===== src/rtl/mcycle_unit.sv =====
// Iterative multiply/divide unit: one shift-add (multiply) or one restoring
// subtract (divide) step per cycle. A fixed WIDTH-cycle RUN phase is followed
// by a one-cycle DONE pulse. Signed operations run on magnitudes, and the sign
// is fixed up as the result is written.
module mcycle_unit #(
  parameter int unsigned WIDTH = 32
) (
  input  logic             clk,
  input  logic             reset,
  input  logic             start,
  input  logic [1:0]       mcop,
  input  logic [WIDTH-1:0] a,
  input  logic [WIDTH-1:0] b,
  output logic             busy,
  output logic             done,
  output logic [WIDTH-1:0] result_lo,
  output logic [WIDTH-1:0] result_hi,
  output logic             divzero
);

  localparam int unsigned CW = $clog2(WIDTH);

  typedef enum logic [1:0] {IDLE, RUN, DONE} state_t;

  state_t           state_q, state_d;
  logic [CW-1:0]    cnt_q;
  logic             is_div_q;   // 1: divide, 0: multiply
  logic             neg_q;      // product / quotient must be negated
  logic             rneg_q;     // remainder must be negated (dividend sign)
  logic             dz_q;       // divide with zero divisor
  logic [WIDTH-1:0] araw_q;     // original dividend, returned on divide-by-zero
  logic [WIDTH-1:0] opb_q;      // multiplicand (mul) or divisor (div) magnitude
  logic [WIDTH-1:0] mq_q;       // multiplier/product-low (mul) or dividend/quotient (div)
  logic [WIDTH:0]   acc_q;      // product-high (mul) or partial remainder (div)

  logic             accept;
  logic             a_neg, b_neg;
  logic [WIDTH-1:0] a_mag, b_mag;
  logic [WIDTH:0]   acc_nxt, sum, shifted;
  logic [WIDTH-1:0] mq_nxt, quo, rem;
  logic             qbit;
  logic [2*WIDTH-1:0] prod, prod_fix;
  logic [WIDTH-1:0] res_lo_d, res_hi_d;

  assign accept = start && (state_q != RUN);

  // State register
  always_ff @(posedge clk) begin
    if (reset) state_q <= IDLE;
    else       state_q <= state_d;
  end

  // Next-state and status outputs
  always_comb begin
    state_d = state_q;
    busy    = 1'b0;
    done    = 1'b0;
    case (state_q)
      IDLE: if (start) state_d = RUN;
      RUN: begin
        busy = 1'b1;
        if (cnt_q == '0) state_d = DONE;
      end
      DONE: begin
        done    = 1'b1;
        state_d = start ? RUN : IDLE;
      end
      default: state_d = IDLE;
    endcase
  end

  // Operand magnitudes for the signed variants
  always_comb begin
    a_neg = mcop[0] & a[WIDTH-1];
    b_neg = mcop[0] & b[WIDTH-1];
    a_mag = a_neg ? -a : a;
    b_mag = b_neg ? -b : b;
  end

  // One iteration: shift-add for multiply, restoring subtract for divide
  always_comb begin
    acc_nxt = acc_q;
    mq_nxt  = mq_q;
    sum     = '0;
    shifted = '0;
    qbit    = 1'b0;
    if (is_div_q) begin
      shifted = {acc_q[WIDTH-1:0], mq_q[WIDTH-1]};
      if (shifted >= {1'b0, opb_q}) begin
        acc_nxt = shifted - {1'b0, opb_q};
        qbit    = 1'b1;
      end else begin
        acc_nxt = shifted;
      end
      mq_nxt = {mq_q[WIDTH-2:0], qbit};
    end else begin
      sum     = mq_q[0] ? (acc_q + {1'b0, opb_q}) : acc_q;
      acc_nxt = sum >> 1;
      mq_nxt  = {sum[0], mq_q[WIDTH-1:1]};
    end
  end

  // Sign correction and special cases, applied to the final iteration's values
  always_comb begin
    prod     = {acc_nxt[WIDTH-1:0], mq_nxt};
    prod_fix = neg_q ? -prod : prod;
    quo      = neg_q ? -mq_nxt : mq_nxt;
    rem      = rneg_q ? -acc_nxt[WIDTH-1:0] : acc_nxt[WIDTH-1:0];
    res_lo_d = prod_fix[WIDTH-1:0];
    res_hi_d = prod_fix[2*WIDTH-1:WIDTH];
    if (is_div_q) begin
      if (dz_q) begin
        res_lo_d = '1;
        res_hi_d = araw_q;
      end else begin
        res_lo_d = quo;
        res_hi_d = rem;
      end
    end
  end

  // Operand capture, iteration registers and result write on entry to DONE
  always_ff @(posedge clk) begin
    if (reset) begin
      cnt_q     <= '0;
      is_div_q  <= 1'b0;
      neg_q     <= 1'b0;
      rneg_q    <= 1'b0;
      dz_q      <= 1'b0;
      araw_q    <= '0;
      opb_q     <= '0;
      mq_q      <= '0;
      acc_q     <= '0;
      result_lo <= '0;
      result_hi <= '0;
      divzero   <= 1'b0;
    end else if (accept) begin
      cnt_q    <= CW'(WIDTH - 1);
      is_div_q <= mcop[1];
      neg_q    <= a_neg ^ b_neg;
      rneg_q   <= a_neg;
      dz_q     <= mcop[1] && (b == '0);
      araw_q   <= a;
      opb_q    <= mcop[1] ? b_mag : a_mag;
      mq_q     <= mcop[1] ? a_mag : b_mag;
      acc_q    <= '0;
    end else if (state_q == RUN) begin
      acc_q <= acc_nxt;
      mq_q  <= mq_nxt;
      cnt_q <= cnt_q - CW'(1);
      if (cnt_q == '0) begin
        result_lo <= res_lo_d;
        result_hi <= res_hi_d;
        divzero   <= dz_q;
      end
    end
  end

endmodule


===== config.mk =====
export PLATFORM = sky130hd
export DESIGN_NAME = mcycle_unit
export DESIGN_NICKNAME = d
export VERILOG_FILES = /design/src/rtl/mcycle_unit.sv
export SDC_FILE = /design/constraint.sdc
export NUM_CORES = 1
export LEC_CHECK = 0
export BUFFER_PORTS_ARGS = -buffer_cell sky130_fd_sc_hd__buf_4
export CORE_UTILIZATION = 30
export DETAILED_ROUTE_END_ITERATION = 10
export PLACE_DENSITY = 0.5
export SYNTH_ARGS = -nofsm -noshare
export SYNTH_HDL_FRONTEND = slang
export SYNTH_SLANG_ARGS = --single-unit

===== constraint.sdc =====
create_clock -name clk -period 10.4 [get_ports clk]
set_input_delay 1.04 -clock clk [delete_from_list [all_inputs] [get_ports clk]]
set_output_delay 1.04 -clock clk [all_outputs]
set_load 0.05 [all_outputs]

Yosys cells after proc, flatten, opt, wreduce, memory -nomap -nowiden
Cells that the tools add are included.
- add/subtract/negate cells: 8
- $lt $le $gt $ge: 1
- equal/unequal tests: 5
- mux-type cells: 26
- bitwise gates (word level): 4
- reductions and logical operators: 9
- operators by type and width (kind ; number):
    $mux W32 ; 13
    $neg A32 Y32 ; 4
    $mux W33 ; 3
    $mux W64 ; 1
    $neg A64 Y64 ; 1
    $add A33 B32 Y33 ; 1
    $ge A33 B32 Y1 ; 1
    $sub A33 B32 Y33 ; 1
    $logic_not A32 Y1 ; 1
    $mux W5 ; 2
    $pmux W2 S3 ; 1
    $logic_not A5 Y1 ; 1
    $sub A5 B1 Y5 const B ; 1
    $mux W1 ; 4
    $mux W2 ; 2
    $ne A2 B1 Y1 const B ; 2
    $reduce_and A3 Y1 ; 1
    $and A1 B1 Y1 ; 2
    $eq A2 B1 Y1 const B ; 1
    $eq A2 B2 Y1 const B ; 1
    $logic_and A1 B1 Y1 ; 2
    $logic_not A2 Y1 ; 1
    $ne A2 B2 Y1 const B ; 1
    $reduce_and A2 Y1 ; 1
    other kinds (4) ; 4
- flip-flop bits (word level): 205
- logic and storage cells: 66

Logic depth before layout (Yosys ltp)
Gate-level depths: netlist of run 1.
- depth after elaboration: 7
- depth in mapped cells: 24
- mapped depth without buffers: 21

Worst setup path after synthesis of run 1
No wires, ideal clock.
- path kind: flip-flop to flip-flop
- from: register is_div_q
- to: register result_hi[18]
- library setup time: 0.091 ns
- data arrival time: 4.695 ns
- data required time: 10.309 ns
- setup slack: 5.614 ns
- stages on the path, launching flop included: 22
- path buffers: 9
- cells stage by stage: dfxtp_1 buf_2 buf_2 buf_2 buf_2 buf_2 buf_2 buf_2 buf_1 buf_2 nand2_1 o21ai_0 ha_1 o21ai_0 or2_2 or2_1 or3_1 or2_2 o21a_1 nor3_1 a21oi_1 a311oi_1
- longest elaborated chain between the ends: 5
- elaborated cells between the ends (all ways): 8
- classes of those cells: 2 x add/sub; 6 x mux
- RTL lines (item ; RTL line ; RTL):
    start: declaration ; 27 ; logic is_div_q;
    start signal: assignment ; 139 ; is_div_q <= mcop[1];
    $mux W33 ; 87 ; if (is_div_q) begin
    $neg A32 Y32 ; 108 ; rem = rneg_q ? -acc_nxt[WIDTH-1:0] : acc_nxt[WIDTH-1:0];
    $mux W32 ; 108 ;
    $mux W32 ; 112 ; if (dz_q) begin
    $mux W32 * ; 111 ; if (is_div_q) begin
    end signal: assignment ; 153 ; result_hi <= res_hi_d;
    end: declaration ; 17 ; output logic [WIDTH-1:0] result_hi,
Every way passes the cells marked *; elsewhere a longest branch is shown, timed or not.
A chain may end at the register's enable or synchronous reset.

Worst setup path after layout of run 1
- from: register acc_q[1]
- to: register result_hi[30]
- longest elaborated chain between the ends: 7
- elaborated cells between the ends (all ways): 14
- classes of those cells: 4 x add/sub; 1 x order compare; 9 x mux
- RTL lines (item ; RTL line ; RTL):
    start: declaration ; 34 ; logic [WIDTH:0] acc_q;
    start signal: assignment ; 148 ; acc_q <= acc_nxt;
    $add A33 B32 Y33, or another cell as far along ; 97 ; sum = mq_q[0] ? (acc_q + {1'b0, opb_q}) : acc_q;
    $mux W33 (on tied branches) ; 97, 89 ;
    $mux W33 ; 87 ;
    $neg A32 Y32 ; 108 ;
    $mux W32 ; 108 ;
    $mux W32 ; 112 ;
    $mux W32 * ; 111 ;
Marked as above.

==> results of run 1 <==
[worst min path at each step]
stage | end | slack [ns] | depth (start not counted)
finish | result_hi[25]$_SDFFE_PP0P_ | 0.45 | 2
global route | araw_q[31]$_SDFFE_PP0P_ | 0.47 | 2
CTS | araw_q[18]$_SDFFE_PP0P_ | 0.45 | 2
detailed placement | araw_q[18]$_SDFFE_PP0P_ | 0.44 | 2
global placement | araw_q[6]$_SDFFE_PP0P_ | 0.45 | 2
floorplan | araw_q[13]$_SDFFE_PP0P_ | 0.43 | 2
[power by group]
part	internal [mW]	total [mW]	switching, mW
sequential	0.839	0.899	0.0596
combinational	0.356	1.12	0.761
clock	0.652	1.04	0.389
total	1.85	3.06	1.21
[routing by layer]
metal,up-vias,global-route usage,wire length [um]
met4,2,0.06268,2051
met3,101,0.02930,5094
met2,733,0.3938,33930
met5,-,0,13
met1,9064,0.3567,35220
li1,8924,-,-
[cells by family (layout without fill, tap and decap cells)]
| kind of cell | after synthesis | after routing |
|---|---|---|
| compound gates | 787 | 787 |
| xor+xnor | 181 | 181 |
| fa+ha+maj | 72 | 72 |
| buf+inv | 242 | 285 |
| flops | 205 | 205 |
| mux | 74 | 74 |
| other cells | 0 | 1 |
| simple gates | 881 | 881 |
[registers in the layout, indices dropped and copies added, names as in the netlist, 2 cells and up]
register / flops
state_q: 2
result_hi: 32
acc_q: 33
cnt_q: 5
opb_q: 32
mq_q: 32
araw_q: 32
result_lo: 32
[Yosys cell counts, types with 11 or more instances]
cell type	number
a31oi_1	25
nor2_1	243
nor2b_1	17
mux2i_1	55
a211oi_1	135
nand2_1	340
and3_1	12
buf_2	22
o41ai_1	11
mux2_2	19
nand3_1	47
or3_1	18
nand2b_1	16
xor2_1	83
xnor2_1	98
o31ai_1	37
o21ai_0	126
a21o_1	28
dfxtp_1	205
o21ai_1	13
nor4_1	26
o211ai_1	45
a311oi_1	12
a21oi_1	245
and2_1	17
buf_1	18
clkbuf_1	119
nand4_1	25
inv_1	73
nor3_1	69
ha_1	70
[through the flow]
| step | util | cells |
|---|---|---|
| after CTS | 0.3466 | 3250 |
| after global routing | 0.3466 | 3250 |
| after detailed placement | 0.3301 | 3204 |
| final | 0.3466 | 3251 |
| after global placement | 0.3301 | 3204 |
| after floorplan | - | 2442 |
[cell type report]
class                      count  area [um^2]
clock inverter                12        244.0
timing repair buffer         165         1239
tap                          765        957.2
antenna                        1        2.502
fill                        6223        37770
multi-input combinational   1995        12500
inverter                      74        277.8
sequential                   205         4109
clock buffer                  34        710.7
[critical path, stage by stage, from the launching register on]
cell and delay [ns]:
dfxtp_1 0.44, ha_1 0.34, o211ai_1 0.24, a21oi_1 0.10
o21ai_1 0.28, a31oi_1 0.21, o211a_1 0.24, buf_4 0.23
nor2_4 0.50, nand2_1 0.14, o21ai_0 0.20, ha_1 0.23
o21ai_0 0.12, or2_2 0.34, or2_1 0.33, or3_1 0.44
nor2_1 0.53, nand3_1 0.27, or2_2 0.35, a21oi_1 0.14
o31ai_1 0.10
==> impl_metrics.toml, run 1 <==
[synth]
post_synth_instance_area_mm2 = 0.01756
syn-mean-instance-area_um2 = 7.191
post_synth_and_or_nand_nor_area_fraction = 0.2290
syn_nets = 2583
instance_count_of_the_mapped_netlist = 2442
postSynth.topFlopCell = "dfxtp_1"
fraction_of_post_synthesis_cell_area_in_the_top_cell_type_by_area = 0.2337
postSynth.asyncResetShare = 0
count_of_synthesis_stage_warnings_from_yosys = 0
post_synth_edffs = 0
synth_seq_cells = 205
post_synth_num_cell_types = 96
synthTopCellsByArea = "dfxtp_1 23%, nand2_1 7.3%, a21oi_1 7.0%, a211oi_1 5.8%, nor2_1 5.2%"
synthXorXnorAreaFrac = 0.09027
synth-compound-area-share = 0.2954
post_synthesis_adder_cell_area_fraction = 0.05216
post_synth_mux_area_share = 0.04353
ys_seq_area_frac = 0.2337
post-synth-top-area-cell = "dfxtp_1"
synth_top_family_by_area = "compound AO/OA/AOI/OAI gates"

[timing]
timing.final.crit_share = 0.5702
grt_setup_unrepaired = "false"
final-hold-violation-count = 0
maxSlewHeadroom = 0.1848
worst-slew-pin-transition_ns = 1.216
setup_total_negative_slack_ns = 0
postLayoutSetupSlackWorst_ns = 4.470
worst_clock_skew_ns = 0.02164
fin_worst_hold_slack_ns = 0.4474
timing.final.max_slew_violations = 0
max_freq_ghz = 0.1686
finalWorstPathRequiredPeriod_ns = 5.930
finalSetupViolations = 0

[cts]
cts_tree = "done"
clkTransAtPathRegs_ns = 0.06
clock_tree.buffer_depth = 3
tritoncts_num_sinks = 205
cts-buffers-inserted = 25
hold_buffer_count_at_cts = 0
cts.repair.resized = 0
cts-htree-levels = 1
postCtsSetupBuffers = 0
clkLatencyLatePin_ns = 0.57
cts_root_buf = "clkbuf_16"

[final_layout]
final_nets = 2607
finalInstanceArea_mm2 = 0.02004
syn_to_final_growth_pct = 14.11
layout.cells.most_common_list = "339 x nand2_1, 244 x a21oi_1, 241 x nor2_1"
final_common_cell = "nand2_1"
layout-drive-gt1-share = 0.1127

[placement]
place_ws_ns = 4.570
dp_hpwl_um = 58640
postPlaceCellArea_mm2 = 0.01908
buffer_ports.inserted = 135
finalWeightedCongestion = 0.9595

[job]
cap_viol_max_count = 0

[floorplan]
die_h_um = 243.9
pin_count = 136
initial_core_util = 0.3038
die_x_um = 243.9
die-area_mm2 = 0.05951
placeableCoreArea_mm2 = 0.05781
fp-row-count = 88

[setup_path]
rr_startpoint = "acc_q[1]$_SDFFE_PP0P_"
critPathLaunch = "acc_q[1]$_SDFFE_PP0P_"
r2r_setup_slack_ns = 4.47
r2r.worst_path.cells = 20
critical_path_class = "flip-flop to flip-flop"
required_time_of_the_worst_setup_path_ns = 10.84
endpoint_kind = "flip-flop"
critical_path.startpoint_type = "flip-flop"
worst_ep_arrival_time_ns = 6.37
critical_path.reg2reg.endpoint = "result_hi[30]$_SDFFE_PP0P_"
worstSetupEndpoint = "result_hi[30]$_SDFFE_PP0P_"
worst-path-max-fanout = 28

[grt]
first_global_vias = 17505
antenna_violations_before_repair = 2
grt.overflow.total = 0
maximum_number_of_pins_on_one_net_before_global_route_repair = 97
grt_first_pass_wirelength_um = 114300
grt_usage = 0.2493

[detailed_routing]
via_per_inst = 5.790
drc_errors = 0
detailed_router_iteration_count_before_antenna_repair = 6
drt-initial-drc-count = 1801
avgRoutedWirePerCell_um = 23.47
routed-via-count = 18824
routed_wl_um = 76310
detail-route-antenna-nets = 0

[pwr]
p_leak_nw = 7.485
cell_area_power_density_mw_per_mm2 = 152.5
vdd_drop_max_mv = 0.1148
design_power_total_mw = 3.056

[hold_path]
hp-start = "result_hi[25]$_SDFFE_PP0P_"
holdCritPathClass = "flip-flop to flip-flop"

[outcome]
run_status = "complete, no violations"
Note: power is estimated with default switching activity, not from simulation.
==> run 2: changes to the inputs <==
--- a/config.mk
+++ b/config.mk
@@ -8,7 +8,7 @@
 export BUFFER_PORTS_ARGS = -buffer_cell sky130_fd_sc_hd__buf_4
 export CORE_UTILIZATION = 30
 export DETAILED_ROUTE_END_ITERATION = 10
-export PLACE_DENSITY = 0.5
+export PLACE_DENSITY = 0.51
 export SYNTH_ARGS = -nofsm -noshare
 export SYNTH_HDL_FRONTEND = slang
 export SYNTH_SLANG_ARGS = --single-unit
==> constraint.sdc (replaced) <==
create_clock -name clk -period 5.2 [get_ports clk]
set_input_delay 0.52 -clock clk [delete_from_list [all_inputs] [get_ports clk]]
set_output_delay 0.52 -clock clk [all_outputs]
set_load 0.05 [all_outputs]
==> run 2 against run 1 <==
Compared with the run above: largest power group unchanged; clock power is 75% higher; sequential cell count stayed put; wire length is 2.6% higher; highest routed layer is now met4; fmax is 22% higher; power is 96% higher; worst hold slack worse by 0.23 ns; global-route usage is 0.49 points higher; final area is 2.7% higher; clock skew is 0.0049 ns lower; final cell count is 2.3% higher.
==> impl_metrics.toml, run 2 (synthesis gave the netlist of run 1 again) <==
[detailed_routing]
routed-via-count = 19341
via_per_inst = 5.813
detail-route-antenna-nets = 0
routed_wl_um = 78270
drt-initial-drc-count = 2080
drc_errors = 0
avgRoutedWirePerCell_um = 23.53
detailed_router_iteration_count_before_antenna_repair = 6

[setup_path]
r2r.worst_path.cells = 20
worst-path-max-fanout = 6
critical_path.reg2reg.endpoint = "result_hi[28]$_SDFFE_PP0P_"
critical_path_class = "flip-flop to flip-flop"
worstSetupEndpoint = "result_hi[28]$_SDFFE_PP0P_"
endpoint_kind = "flip-flop"
required_time_of_the_worst_setup_path_ns = 5.67
worst_ep_arrival_time_ns = 5.34
rr_startpoint = "acc_q[9]$_SDFFE_PP0P_"
critPathLaunch = "acc_q[9]$_SDFFE_PP0P_"
r2r_setup_slack_ns = 0.33
critical_path.startpoint_type = "flip-flop"

[hold_path]
holdCritPathClass = "input port to flip-flop"

[timing]
fin_worst_hold_slack_ns = 0.2172
timing.final.crit_share = 0.9362
final-hold-violation-count = 0
maxSlewHeadroom = 0.2332
max_freq_ghz = 0.2054
finalWorstPathRequiredPeriod_ns = 4.868
finalSetupViolations = 0
worst-slew-pin-transition_ns = 1.132
worst_clock_skew_ns = 0.01676
timing.final.max_slew_violations = 0

[job]
cap_viol_max_count = 0

[cts]
hold_buffer_count_at_cts = 0
tritoncts_num_sinks = 205
cts-htree-levels = 1
cts-buffers-inserted = 26
clkTransAtPathRegs_ns = 0.06
cts_tree = "done"
cts_root_buf = "clkbuf_16"
clkLatencyLatePin_ns = 0.57
clock_tree.buffer_depth = 3

[final_layout]
layout.cells.most_common_list = "338 x nand2_1, 244 x a21oi_1, 241 x buf_4"
sequential_cell_area_mm2 = 0.004109
layout-drive-gt1-share = 0.1421
final_core_utilization = 0.3560
syn_to_final_growth_pct = 17.19
largest_register = "acc_q"
largest_register_ff_count = 33
fillerInstances = 6171
final_common_cell = "nand2_1"
final_nets = 2687
multiInputGateArea_mm2 = 0.01254

[placement]
dp_hpwl_um = 60310
finalWeightedCongestion = 0.9600
buffer_ports.inserted = 135

[floorplan]
initial_core_util = 0.3038
placeableCoreArea_mm2 = 0.05781
pin_count = 136
die_x_um = 243.9
fp-row-count = 88
die_h_um = 243.9
die-area_mm2 = 0.05951

[grt]
grt.overflow.total = 0
grt_first_pass_wirelength_um = 116500
antenna_violations_before_repair = 1
grt_usage = 0.2542
first_global_vias = 18077
maximum_number_of_pins_on_one_net_before_global_route_repair = 90

[pwr]
cell_area_power_density_mw_per_mm2 = 290.8
vdd_drop_max_mv = 0.2408
p_leak_nw = 7.842

[outcome]
run_status = "complete, no violations"
## run 2: changes by cell type in the layout (fill, tap and decap cells not counted), sizes merged
cell      before  now
clkinvlp       2    0
bufinv         7    1
buf          165  244
clkbuf        34   36
clkinv         3    7
inv           74   73
## run 2: how the worst min path moves through the flow
stage	from	to	slack, ns	cells past startpoint
global route	a[4]	araw_q[4]$_SDFFE_PP0P_	0.22	3
finish	a[10]	araw_q[10]$_SDFFE_PP0P_	0.22	3
global placement	araw_q[26]$_SDFFE_PP0P_	araw_q[26]$_SDFFE_PP0P_	0.44	2
detailed placement	araw_q[31]$_SDFFE_PP0P_	araw_q[31]$_SDFFE_PP0P_	0.44	2
CTS	a[10]	araw_q[10]$_SDFFE_PP0P_	0.19	3
floorplan	araw_q[13]$_SDFFE_PP0P_	araw_q[13]$_SDFFE_PP0P_	0.43	2
## run 2: timing repair
item,4_1_cts,5_1_grt
pin swaps,0,2
gates resized for setup,1,7
setup endpoints to repair,2,19
setup buffers,0,5
gates cloned,0,0
## run 2: critical path, stage by stage, from the launching register on
cell and delay (ns):
dfxtp_1 0.44, ha_1 0.35, a21o_1 0.23, a21o_1 0.19
a21oi_2 0.19, a31oi_1 0.17, o211a_1 0.29, nor2_4 0.22
nand2_1 0.11, o21ai_0 0.16, ha_1 0.22, o21ai_0 0.10
or2_2 0.33, or2_1 0.26, or3_1 0.44, nor2_4 0.27
nand3_1 0.11, o31ai_1 0.26, xor2_1 0.18, nor3_1 0.06
nor4_1 0.17
## run 2: where the power goes
part	leakage [nW]	switching, mW	internal (mW)	total [mW]
combinational	5.75	1.56	0.813	2.38
sequential	1.68	0.104	1.68	1.78
clock	0.411	0.770	1.05	1.82
## run 2: cell type report
cell class	count	area share
multi-input cells	1995	0.6096
clock buffers	36	0.03690
flip-flops and latches	205	0.1997
inverters	74	0.01350
well taps	765	0.04651
clock inverters	7	0.002918
diodes	1	0.0001216
repair buffers	244	0.09083
## run 2: through the flow
step	total power, mW	TNS [ns]	setup slack (ns)	instance area (um^2)	std cells
after CTS	5.946	0	0.07992	20500	3321
after detailed placement	4.116	-0.02290	-0.02290	19680	3278
after floorplan	3.281	0	0.4137	17560	2442
after global placement	4.114	0	0.1296	19680	3278
after global routing	6.248	-0.03400	-0.03400	20580	3326
final	5.984	0	0.3319	20580	3327
## run 2: per-layer routing
metal,vias up,routed length [um],part of all wire,track usage
li1,9078,-,-,-
met1,9323,35550,0.45,0.3587
met2,835,34950,0.45,0.4070
met3,105,5533,0.071,0.02864
met4,0,2241,0.029,0.06783
met5,-,0,0,0
